===== config.mk =====
export PLATFORM = sky130hd
export DESIGN_NAME = eu_arbiter
export DESIGN_NICKNAME = d
export VERILOG_FILES = /design/src/rtl/eu_arbiter.sv
export SDC_FILE = /design/constraint.sdc
export NUM_CORES = 1
export LEC_CHECK = 0
export ABC_AREA = 1
export CAP_MARGIN = 40
export CORE_MARGIN = 5
export CORE_UTILIZATION = 35
export CTS_BUF_LIST = sky130_fd_sc_hd__clkbuf_2 sky130_fd_sc_hd__clkbuf_4 sky130_fd_sc_hd__clkbuf_8
export DETAILED_ROUTE_END_ITERATION = 8
export MAX_ROUTING_LAYER = met4
export PLACE_DENSITY = 0.66
export SLEW_MARGIN = 20
export SYNTH_ARGS = -nofsm -noshare
export SYNTH_HDL_FRONTEND = slang
export SYNTH_SLANG_ARGS = --single-unit

===== constraint.sdc =====
create_clock -name clk_i -period 5.1 [get_ports clk_i]
set_clock_uncertainty 0.05 [all_clocks]
set_input_delay 0.51 -clock clk_i [delete_from_list [all_inputs] [get_ports clk_i]]
set_output_delay 0.51 -clock clk_i [all_outputs]
set_load 0.02 [all_outputs]

===== src/rtl/eu_arbiter.sv =====
// eu_arbiter -- two-requester round-robin front end for a combinational
// execution unit (eu_merge), with a two-stage issue/response pipeline.
//
// Ports:
//   clk_i, arst_i                 clock, asynchronous active-high reset
//   reqN_valid_i / reqN_ready_o   request handshake per requester (N = 0, 1)
//   reqN_func_i, reqN_rs1_i, reqN_rs2_i, reqN_imm_i, reqN_rd_i  request payload
//   eu_func_o, eu_rs1_o, eu_rs2_o, eu_imm_o   operands to eu_merge (from S1)
//   eu_result_i                   eu_merge result
//   resp_valid_o / resp_ready_i   response handshake
//   resp_data_o, resp_rd_o, resp_src_o, resp_err_o   response payload (from S2)
//   flush_i                       synchronous kill of both pipeline stages

package eu_pkg;
  typedef logic [3:0] func_t;

  localparam func_t FUNC_AND  = 4'h0;
  localparam func_t FUNC_OR   = 4'h1;
  localparam func_t FUNC_XOR  = 4'h2;
  localparam func_t FUNC_NOT  = 4'h3;
  localparam func_t FUNC_ADD  = 4'h4;
  localparam func_t FUNC_ADDI = 4'h5;
  localparam func_t FUNC_SUB  = 4'h6;
  localparam func_t FUNC_SLL  = 4'h7;
  localparam func_t FUNC_SLLI = 4'h8;
  localparam func_t FUNC_SLR  = 4'h9;
  localparam func_t FUNC_SLRI = 4'hA;
endpackage

module eu_arbiter #(
  parameter int unsigned DATAWIDTH = 32,
  parameter int unsigned IDWIDTH   = 5
) (
  input  logic                 clk_i,
  input  logic                 arst_i,

  input  logic                 req0_valid_i,
  output logic                 req0_ready_o,
  input  eu_pkg::func_t        req0_func_i,
  input  logic [DATAWIDTH-1:0] req0_rs1_i,
  input  logic [DATAWIDTH-1:0] req0_rs2_i,
  input  logic [5:0]           req0_imm_i,
  input  logic [IDWIDTH-1:0]   req0_rd_i,

  input  logic                 req1_valid_i,
  output logic                 req1_ready_o,
  input  eu_pkg::func_t        req1_func_i,
  input  logic [DATAWIDTH-1:0] req1_rs1_i,
  input  logic [DATAWIDTH-1:0] req1_rs2_i,
  input  logic [5:0]           req1_imm_i,
  input  logic [IDWIDTH-1:0]   req1_rd_i,

  output eu_pkg::func_t        eu_func_o,
  output logic [DATAWIDTH-1:0] eu_rs1_o,
  output logic [DATAWIDTH-1:0] eu_rs2_o,
  output logic [5:0]           eu_imm_o,
  input  logic [DATAWIDTH-1:0] eu_result_i,

  output logic                 resp_valid_o,
  input  logic                 resp_ready_i,
  output logic [DATAWIDTH-1:0] resp_data_o,
  output logic [IDWIDTH-1:0]   resp_rd_o,
  output logic                 resp_src_o,
  output logic                 resp_err_o,

  input  logic                 flush_i
);

  import eu_pkg::*;

  // S1: issue stage
  logic                 s1_valid;
  func_t                s1_func;
  logic [DATAWIDTH-1:0] s1_rs1;
  logic [DATAWIDTH-1:0] s1_rs2;
  logic [5:0]           s1_imm;
  logic [IDWIDTH-1:0]   s1_rd;
  logic                 s1_src;

  // S2: response stage
  logic                 s2_valid;
  logic [DATAWIDTH-1:0] s2_data;
  logic [IDWIDTH-1:0]   s2_rd;
  logic                 s2_src;
  logic                 s2_err;

  // Requester preferred when both are valid; 0 out of reset.
  logic                 rr_prio;

  logic                 s2_free;
  logic                 s1_free;
  logic                 s1_adv;
  logic                 grant;
  logic                 accept;
  logic                 s1_err;

  function automatic logic func_supported(input func_t f);
    case (f)
      FUNC_AND, FUNC_OR, FUNC_XOR, FUNC_NOT, FUNC_ADD, FUNC_ADDI,
      FUNC_SUB, FUNC_SLL, FUNC_SLLI, FUNC_SLR, FUNC_SLRI: return 1'b1;
      default:                                            return 1'b0;
    endcase
  endfunction

  always_comb begin
    s2_free = !s2_valid || resp_ready_i;
    s1_free = !s1_valid || s2_free;
    s1_adv  = s1_valid && s2_free;
    grant   = (req0_valid_i && req1_valid_i) ? rr_prio : req1_valid_i;
    // Gated by arst_i so that ready stays low while reset is held.
    accept  = (req0_valid_i || req1_valid_i) && s1_free && !flush_i && !arst_i;
    s1_err  = !func_supported(s1_func);
  end

  assign req0_ready_o = accept && !grant;
  assign req1_ready_o = accept &&  grant;

  always_ff @(posedge clk_i or posedge arst_i) begin
    if (arst_i) begin
      s1_valid <= 1'b0;
      s1_func  <= '0;
      s1_rs1   <= '0;
      s1_rs2   <= '0;
      s1_imm   <= '0;
      s1_rd    <= '0;
      s1_src   <= 1'b0;
      rr_prio  <= 1'b0;
    end else if (flush_i) begin
      s1_valid <= 1'b0;
    end else if (accept) begin
      s1_valid <= 1'b1;
      s1_func  <= grant ? req1_func_i : req0_func_i;
      s1_rs1   <= grant ? req1_rs1_i  : req0_rs1_i;
      s1_rs2   <= grant ? req1_rs2_i  : req0_rs2_i;
      s1_imm   <= grant ? req1_imm_i  : req0_imm_i;
      s1_rd    <= grant ? req1_rd_i   : req0_rd_i;
      s1_src   <= grant;
      rr_prio  <= ~grant;
    end else if (s1_adv) begin
      s1_valid <= 1'b0;
    end
  end

  always_ff @(posedge clk_i or posedge arst_i) begin
    if (arst_i) begin
      s2_valid <= 1'b0;
      s2_data  <= '0;
      s2_rd    <= '0;
      s2_src   <= 1'b0;
      s2_err   <= 1'b0;
    end else if (flush_i) begin
      s2_valid <= 1'b0;
    end else if (s1_adv) begin
      s2_valid <= 1'b1;
      s2_data  <= s1_err ? '0 : eu_result_i;
      s2_rd    <= s1_rd;
      s2_src   <= s1_src;
      s2_err   <= s1_err;
    end else if (resp_ready_i) begin
      s2_valid <= 1'b0;
    end
  end

  // Stage outputs read as zero whenever their stage is empty.
  assign eu_func_o    = s1_valid ? s1_func : '0;
  assign eu_rs1_o     = s1_valid ? s1_rs1  : '0;
  assign eu_rs2_o     = s1_valid ? s1_rs2  : '0;
  assign eu_imm_o     = s1_valid ? s1_imm  : '0;

  assign resp_valid_o = s2_valid;
  assign resp_data_o  = s2_valid ? s2_data : '0;
  assign resp_rd_o    = s2_valid ? s2_rd   : '0;
  assign resp_src_o   = s2_valid && s2_src;
  assign resp_err_o   = s2_valid && s2_err;

endmodule


==> results.sh, run 1 <==
export IMPL_critPathKind="in2out"
export IMPL_first_global_vias=6638
export IMPL_clkTransAtPathRegs_ps=70
export IMPL_ys_flop_type="dfrtp_1"
export IMPL_worst_pin_slew_ps=839
export IMPL_finalPower_mw=2.79
export IMPL_numCtsBuffers=17
export IMPL_yosysWarningCount=0
export IMPL_post_drt_wl_per_cell_um=14.5
export IMPL_area_growth_pct=53.1
export IMPL_floorplan_initialDensity_pct=35.7
export IMPL_fin_nets=1508
export IMPL_total_leakage_power_nw=5.88
export IMPL_netlist_instances=1035
export IMPL_io_buffers=311
export IMPL_viasPerCell=4.55
export IMPL_drv_slew=0
export IMPL_ant_nets=0
export IMPL_cts_resized=0
export IMPL_power_density_mw_per_mm2=272
export IMPL_synth_edff_count=0
export IMPL_io_pins=312
export IMPL_cts_num_sinks=122
export IMPL_ir_drop_uv=124
export IMPL_synth_most_common_cell="nand2_1"
export IMPL_drtIter0Drc=350
export IMPL_antenna_cells=0
export IMPL_vias=7082
export IMPL_fin_tns_setup_ps=0
export IMPL_drive_above_1_share_pct=3.93
export IMPL_crit_chain="clkdlybuf4s50_1 > nor2_1 > nand3_4 > nor2_1 > clkdlybuf4s50_1"
export IMPL_drv_cap=0
export IMPL_swShare_pct=31.6
export IMPL_worstSetupEndpointType="primary output"
export IMPL_seq_area_frac_synth_pct=45.5
export IMPL_place_congestion=0.821
export IMPL_synth_cell_type_count=16
export IMPL_cpMaxStageDelayCell="clkdlybuf4s50_1"
export IMPL_clock_fmax_mhz=310
export IMPL_p_sw_mw=0.881
export IMPL_cts_root_buf="clkbuf_8"
export IMPL_rsz0062_at_grt="no"
export IMPL_slowest_delay_ps=650
export IMPL_rows=50
export IMPL_holdBufCountCts=0
export IMPL_p_int_mw=1.91
export IMPL_min_period_ps=3220
export IMPL_synth_nets=1231
export IMPL_place_hpwl_um=16000
export IMPL_cp_start_kind="input pin"
export IMPL_netlist_area_leader_share_pct=45.5
export IMPL_grt_overflow_total=0
export IMPL_drt_wl_total_um=22600
export IMPL_grt_usage_pct=20.7
export IMPL_maxSlewHeadroom_pct=44.1
export IMPL_crit_path_max_fanout=41
export IMPL_pwr_share_clk_pct=27.4
export IMPL_core_sq_mm=0.0188
export IMPL_syn_area_sq_mm=0.00671
export IMPL_die_w_um=148
export IMPL_seq_power_share_pct=45.3
export IMPL_die_area_sq_mm=0.0220
export IMPL_htreeDepth=4
export IMPL_ys_ff_latch=122
export IMPL_nFillCells=1906
export IMPL_antenna_found_initial=0
export IMPL_synth_area_leaders="dfrtp_1 (46%), nand2_1 (34%), nand3_1 (8.4%), inv_1 (6.7%), buf_2 (1.8%)"
export IMPL_drt_pre_antenna_iters=5
export IMPL_hold_viol=0
export IMPL_die_h_um=148
export IMPL_cp_top_family="buffers and inverters"
export IMPL_grt_pass1_wl_um=35100
export IMPL_setup_viol=0
export IMPL_status="finished, final reports clean"
export IMPL_synthTopCellsByCount="nand2_1 (601), dfrtp_1 (122), inv_1 (119)"
export IMPL_grt_max_degree=81
export IMPL_arrival_ps=2660
export IMPL_cts_setup_buffers=0
export IMPL_cts_tree="built"
export IMPL_post_synth_top_area_cell="dfrtp_1"
export IMPL_clk_latency_ps=420
export IMPL_drc=0
export IMPL_cts_max_path_buffers=2
export IMPL_crit_required_ps=4540
export IMPL_async_flop_share_pct=100
export IMPL_fin_crit_sh_pct=63.2
export IMPL_syn_avg_cell_area_sq_um=6.48
export IMPL_power_frac_comb_pct=27.3
export IMPL_path_buf_inv=2
export IMPL_min_path_type="reg2reg"
-- metal layers --
| layer | share of wire, % | routed length, um | vias up | global-route usage, % |
|---|---|---|---|---|
| li1 | - | - | 3606 | - |
| met1 | 42 | 9580 | 3239 | 25.7 |
| met2 | 49 | 11100 | 226 | 33.8 |
| met3 | 7.8 | 1760 | 11 | 5.85 |
| met4 | 0.62 | 140 | 0 | 4.90 |
| met5 | 0 | 0 | - | - |
-- cell families after synthesis --
group | Yosys count | share of synthesized area [%]
AO/OA/AOI/OAI | 5 | 0.373
buffers and inverters | 188 | 11.6
flip-flops | 122 | 45.5
AND/OR/NAND/NOR | 720 | 42.5
-- power groups by stage --
stage,logic (mW),clock network (mW),registers [mW]
finish,0.762,0.765,1.26
global route,0.854,0.837,1.29
CTS,0.774,0.799,1.26
detailed placement,0.772,0,1.27
global placement,0.760,0,1.27
floorplan,0.433,0,1.25
-- final cells by class --
cell class | instances | area (sq um) | share of cell area, %
clock inverters | 9 | 77.6 | 0.755
inverters | 123 | 464 | 4.52
repair buffers | 323 | 3220 | 31.4
clock buffers | 20 | 263 | 2.56
flip-flops and latches | 122 | 3050 | 29.7
multi-input cells | 725 | 2900 | 28.2
well taps | 234 | 293 | 2.85
-- through the flow --
stage                     util, %  setup slack (ps)  instance area (sq um)  hold WS [ps]  instances
after global routing         54.7              1740                  10300           443       1556
after floorplan                 -              1300                   6710           392       1035
after detailed placement     52.8              1810                   9910           405       1526
after global placement       52.7              1830                   9890           402       1525
final                        54.7              1880                  10300           419       1556
after CTS                    54.6              1810                  10300           422       1555
-- path summary, 6_finish.rpt --
path | from | to | slack [ps] | depth (start not counted)
max reg2reg | s1_valid$_DFFE_PP0P_ | s2_data[7]$_DFFE_PP0P_ | 2680 | 8
max in group asynchronous | arst_i | s1_rs2[2]$_DFFE_PP0P_ | 3400 | 3
min reg2reg | s1_rd[1]$_DFFE_PP0P_ | s2_rd[1]$_DFFE_PP0P_ | 420 | 2
min in group asynchronous | arst_i | s2_data[13]$_DFFE_PP0P_ | 520 | 2
max | arst_i | req0_ready_o | 1880 | 5
min | s1_rd[1]$_DFFE_PP0P_ | s2_rd[1]$_DFFE_PP0P_ | 420 | 2
-- worst register-to-register path, stage by stage (launching register included) --
cell and delay, ps:
dfrtp_2 360, buf_4 610, inv_2 70, nor2_1 110, nand2_1 50, buf_4 260, inv_2 560, nand3_1 200
nand2_1 100
-- sequential cells by signal, summed over array words and instances (netlist names) --
name	flops
s1_rd	5
s2_err	1
s2_rd	5
resp_valid_o	1
s2_data	32
s1_func	4
s1_valid	1
s1_src	1
s1_rs1	32
s1_imm	6
s1_rs2	32
rr_prio	1
s2_src	1
-- cell usage in the layout, fill, tap and decap left out --
cell | netlist | routed
clkinv_2 | 0 | 5
clkdlybuf4s50_1 | 0 | 310
dfrtp_1 | 122 | 121
clkinvlp_4 | 0 | 3
buf_12 | 0 | 2
inv_2 | 3 | 3
o21ai_0 | 4 | 4
nand3_4 | 0 | 1
buf_2 | 24 | 1
buf_4 | 7 | 10
dfrtp_2 | 0 | 1
bufinv_16 | 0 | 1
clkbuf_8 | 0 | 18
inv_1 | 119 | 118
a21oi_1 | 1 | 1
nand2_1 | 601 | 599
clkbuf_4 | 0 | 2
nand2_2 | 1 | 3
clkinv_1 | 1 | 1
nor2_1 | 4 | 4
nor2_4 | 1 | 1
nand3_1 | 113 | 112
inv_4 | 0 | 1
(Power assumes the default switching activity.)
==> run 2, diff against run 1 <==
clock period = 3.28 ns   (was 5.1 ns; I/O delays follow)
==> results.sh, run 2 (same netlist as run 1, synthesis figures left out) <==
export IMPL_status="finished, final reports clean"
export IMPL_slowest_delay_ps=820
export IMPL_drt_wl_total_um=22800
export IMPL_reg_largest_list="s1_rs1 x32, s1_rs2 x32, s2_data x32"
export IMPL_drv_cap=0
export IMPL_min_path_type="in2async"
export IMPL_power_frac_comb_pct=26.0
export IMPL_total_leakage_power_nw=5.94
export IMPL_holdBufCountCts=0
export IMPL_pwr_share_clk_pct=30.8
export IMPL_place_congestion=0.813
export IMPL_worstSetupEndpointType="primary output"
export IMPL_floorplan_initialDensity_pct=35.7
export IMPL_power_density_mw_per_mm2=438
export IMPL_cts_tree="built"
export IMPL_drtIter0Drc=393
export IMPL_vias=7093
export IMPL_grt_max_degree=80
export IMPL_fin_nets=1511
export IMPL_seq_power_share_pct=43.2
export IMPL_grt_pass1_wl_um=36200
export IMPL_rsz0062_at_grt="no"
export IMPL_cts_num_sinks=122
export IMPL_die_h_um=148
export IMPL_path_buf_inv=3
export IMPL_cts_resized=0
export IMPL_post_drt_wl_per_cell_um=14.6
export IMPL_grt_usage_pct=21.2
export IMPL_drt_pre_antenna_iters=5
export IMPL_ir_drop_uv=211
export IMPL_fin_crit_sh_pct=83.4
export IMPL_core_sq_mm=0.0188
export IMPL_setup_viol=0
export IMPL_cts_max_path_buffers=2
export IMPL_die_w_um=148
export IMPL_critPathKind="reg2out"
export IMPL_post_place_cells=1528
export IMPL_fin_tns_setup_ps=0
export IMPL_area_growth_pct=55.2
export IMPL_regArea_sq_mm=0.00305
export IMPL_viasPerCell=4.54
export IMPL_cp_top_family="buffers and inverters"
export IMPL_place_area_sq_mm=0.00995
export IMPL_arrival_ps=2360
export IMPL_worst_pin_slew_ps=709
export IMPL_drc=0
export IMPL_cp_start_kind="flip-flop"
export IMPL_hold_viol=0
export IMPL_drive_above_1_share_pct=4.30
export IMPL_final_cell_mix="nand2_1 (599), clkdlybuf4s50_1 (310), dfrtp_1 (121)"
export IMPL_crit_required_ps=2900
export IMPL_grt_overflow_total=0
export IMPL_antenna_found_initial=1
export IMPL_multi_input_area_sq_mm=0.00290
export IMPL_rows=50
export IMPL_crit_chain="buf_12 > nand2_1 > inv_1 > clkdlybuf4s50_1"
export IMPL_place_hpwl_um=15800
export IMPL_finalNonFillerCells=1562
export IMPL_numCtsBuffers=17
export IMPL_swShare_pct=31.0
export IMPL_p_sw_mw=1.41
export IMPL_maxSlewHeadroom_pct=52.8
export IMPL_io_pins=312
export IMPL_cts_root_buf="clkbuf_8"
export IMPL_final_common_cell="nand2_1"
export IMPL_nFillCells=1851
export IMPL_io_buffers=311
export IMPL_clock_fmax_mhz=365
export IMPL_drv_slew=0
export IMPL_clkTransAtPathRegs_ps=70
export IMPL_crit_path_max_fanout=41
export IMPL_htreeDepth=4
export IMPL_p_int_mw=3.15
export IMPL_cpMaxStageDelayCell="dfrtp_2"
export IMPL_fin_area_sq_mm=0.0104
export IMPL_ant_nets=0
export IMPL_first_global_vias=6906
export IMPL_cts_setup_buffers=0
export IMPL_clk_latency_ps=430
export IMPL_min_period_ps=2740
export IMPL_die_area_sq_mm=0.0220
[run 2: final timing paths]
| check | from | end | slack [ps] | cells after the start |
|---|---|---|---|---|
| max | s1_valid$_DFFE_PP0P_ | eu_func_o[0] | 540 | 4 |
| min | arst_i | s1_valid$_DFFE_PP0P_ | 280 | 2 |
| max reg2reg | s1_valid$_DFFE_PP0P_ | s2_data[31]$_DFFE_PP0P_ | 1020 | 7 |
| min reg2reg | s1_rd[3]$_DFFE_PP0P_ | s2_rd[3]$_DFFE_PP0P_ | 420 | 2 |
| max in group asynchronous | arst_i | s1_rs2[14]$_DFFE_PP0P_ | 2270 | 3 |
| min in group clk_i | eu_result_i[8] | s2_data[8]$_DFFE_PP0P_ | 400 | 3 |
[run 2: metrics by stage]
stage / hold WS (ps) / worst slack (ps) / power, mW / utilization, %
2_1_floorplan: 341 / 1400 / 2.62 / -
3_3_place_gp: 402 / 933 / 3.16 / 53.0
3_5_place_dp: 404 / 927 / 3.19 / 53.0
4_1_cts: 251 / 482 / 4.61 / 55.2
5_1_grt: 312 / 371 / 4.86 / 55.5
6_report: 277 / 544 / 4.56 / 55.5
[run 2: layout make-up]
| type | count | share of cell area (%) |
|---|---|---|
| Clock buffer | 20 | 2.52 |
| Multi-Input combinational cell | 725 | 27.8 |
| Clock inverter | 11 | 1.41 |
| Sequential cell | 122 | 29.3 |
| Antenna cell | 1 | 0.0240 |
| Tap cell | 234 | 2.81 |
| Timing Repair Buffer | 326 | 31.6 |
| Inverter | 123 | 4.47 |
[run 2: power by group through the flow]
stage               Combinational, mW  Sequential (mW)  Clock, mW
floorplan                       0.674             1.94          0
global placement                 1.17             1.99          0
detailed placement               1.19             1.99          0
CTS                              1.20             1.97       1.44
global route                     1.34             2.01       1.51
finish                           1.19             1.97       1.40
[run 2: layer usage]
layer	global-route usage, %	vias to the layer above	share of wire (%)
li1	-	3623	-
met1	26.3	3218	43
met2	33.8	227	47
met3	6.22	25	8.3
met4	6.10	0	1.7
met5	-	-	0
==> run 3, diff against run 2 <==
clock period = 2.7 ns   (was 3.28 ns; I/O delays follow)
==> results.sh, run 3 (same netlist as run 1, synthesis figures left out) <==
export IMPL_post_drt_wl_per_cell_um=14.3
export IMPL_viasPerCell=4.49
export IMPL_path_buf_inv=3
export IMPL_crit_chain="buf_4 > nand2_1 > inv_1 > clkdlybuf4s50_1"
export IMPL_cts_max_path_buffers=2
export IMPL_place_congestion=0.785
export IMPL_grt_max_degree=80
export IMPL_antenna_found_initial=1
export IMPL_vias=7028
export IMPL_crit_path_max_fanout=39
export IMPL_cpMaxStageDelayCell="clkdlybuf4s50_1"
export IMPL_drt_pre_antenna_iters=4
export IMPL_ir_drop_uv=309
export IMPL_setup_viol=0
export IMPL_cts_root_buf="clkbuf_8"
export IMPL_rr_worst_depth=7
export IMPL_final_core_util_pct=55.5
export IMPL_total_leakage_power_nw=5.94
export IMPL_reg_largest_list="s1_rs1 x32, s1_rs2 x32, s2_data x32"
export IMPL_area_growth_pct=55.2
export IMPL_clkTransAtPathRegs_ps=70
export IMPL_drive_above_1_share_pct=4.44
export IMPL_rows=50
export IMPL_post_place_cells=1531
export IMPL_drv_slew=0
export IMPL_finalPower_mw=5.63
export IMPL_fin_nets=1513
export IMPL_rsz0062_at_grt="no"
export IMPL_ant_nets=0
export IMPL_clk_latency_ps=430
export IMPL_cts_setup_buffers=0
export IMPL_fin_crit_sh_pct=87.5
export IMPL_cts_resized=0
export IMPL_min_period_ps=2360
export IMPL_maxSlewHeadroom_pct=54.2
export IMPL_worstSetupEndpointType="primary output"
export IMPL_cts_num_sinks=122
export IMPL_holdBufCountCts=0
export IMPL_min_path_type="in2async"
export IMPL_drt_wl_total_um=22400
export IMPL_cp_start_kind="flip-flop"
export IMPL_regToRegStartpoint="s1_valid$_DFFE_PP0P_"
export IMPL_grt_overflow_total=0
export IMPL_grt_usage_pct=20.6
export IMPL_drv_cap=0
export IMPL_slowest_delay_ps=610
export IMPL_first_global_vias=6796
export IMPL_regArea_sq_mm=0.00305
export IMPL_nFillCells=1836
export IMPL_cp_top_family="buffers and inverters"
export IMPL_status="finished, final reports clean"
export IMPL_die_area_sq_mm=0.0220
export IMPL_critPathKind="reg2out"
export IMPL_io_pins=312
export IMPL_r2r_end="s2_data[23]$_DFFE_PP0P_"
export IMPL_power_density_mw_per_mm2=541
export IMPL_die_w_um=148
export IMPL_cts_tree="built"
export IMPL_fin_tns_setup_ps=0
export IMPL_core_sq_mm=0.0188
export IMPL_final_common_cell="nand2_1"
export IMPL_hold_worst_slack_ps=272
export IMPL_io_buffers=311
export IMPL_multi_input_area_sq_mm=0.00289
export IMPL_die_h_um=148
export IMPL_finalNonFillerCells=1565
export IMPL_crit_required_ps=2380
export IMPL_floorplan_initialDensity_pct=35.7
export IMPL_htreeDepth=4
export IMPL_hold_viol=0
export IMPL_worst_pin_slew_ps=687
export IMPL_place_hpwl_um=15600
export IMPL_clock_fmax_mhz=423
export IMPL_drtIter0Drc=348
export IMPL_numCtsBuffers=17
export IMPL_grt_pass1_wl_um=35200
export IMPL_drc=0
export IMPL_crit_start="s1_valid$_DFFE_PP0P_"
export IMPL_cp_endpoint="eu_rs2_o[26]"
export IMPL_final_cell_mix="nand2_1 (600), clkdlybuf4s50_1 (310), dfrtp_1 (121)"
export IMPL_crit_cells=4
export IMPL_arrival_ps=2040
export IMPL_r2r_slack_ps=830
[run 3: report_power, final]
| group | total, mW | internal [mW] | switching, mW |
|---|---|---|---|
| Sequential | 2.38 | 2.19 | 0.192 |
| Combinational | 1.44 | 0.683 | 0.758 |
| Clock | 1.82 | 1.06 | 0.758 |
| Total | 5.63 | 3.93 | 1.71 |
[run 3: final cells by class]
cell class | instances | share of cell area (%)
clock buffer | 20 | 2.58
timing repair buffer | 328 | 31.3
multi-input combinational | 725 | 27.8
clock inverter | 12 | 1.65
antenna | 1 | 0.0240
sequential | 122 | 29.3
tap | 234 | 2.81
inverter | 123 | 4.47
[run 3: worst min path at each step]
| stage | to | slack (ps) |
|---|---|---|
| after floorplan | resp_valid_o$_DFFE_PP0P_ | 280 |
| after detailed placement | s2_rd[3]$_DFFE_PP0P_ | 400 |
| after global routing | rr_prio$_DFFE_PP0P_ | 290 |
| after CTS | rr_prio$_DFFE_PP0P_ | 250 |
| after global placement | s2_src$_DFFE_PP0P_ | 400 |
| final | rr_prio$_DFFE_PP0P_ | 270 |
[run 3: worst min-delay path: stages]
cell and delay (ps):
clkdlybuf4s50_1 470, clkinvlp_4 130, buf_12 280
[run 3: per-layer routing]
| layer | up-vias | share of wire (%) | track usage (%) | routed length [um] |
|---|---|---|---|---|
| met5 | - | 0 | - | 0 |
| met4 | 0 | 2.1 | 6.88 | 473 |
| met3 | 27 | 8.7 | 7.16 | 1950 |
| met2 | 239 | 47 | 33.1 | 10500 |
| met1 | 3146 | 42 | 24.3 | 9410 |
| li1 | 3616 | - | - | - |
[run 3: metrics by stage]
stage	worst slack, ps	area (sq um)
2_1_floorplan	883	6710
3_3_place_gp	554	9950
3_5_place_dp	541	9950
4_1_cts	259	10400
5_1_grt	193	10400
6_report	339	10400
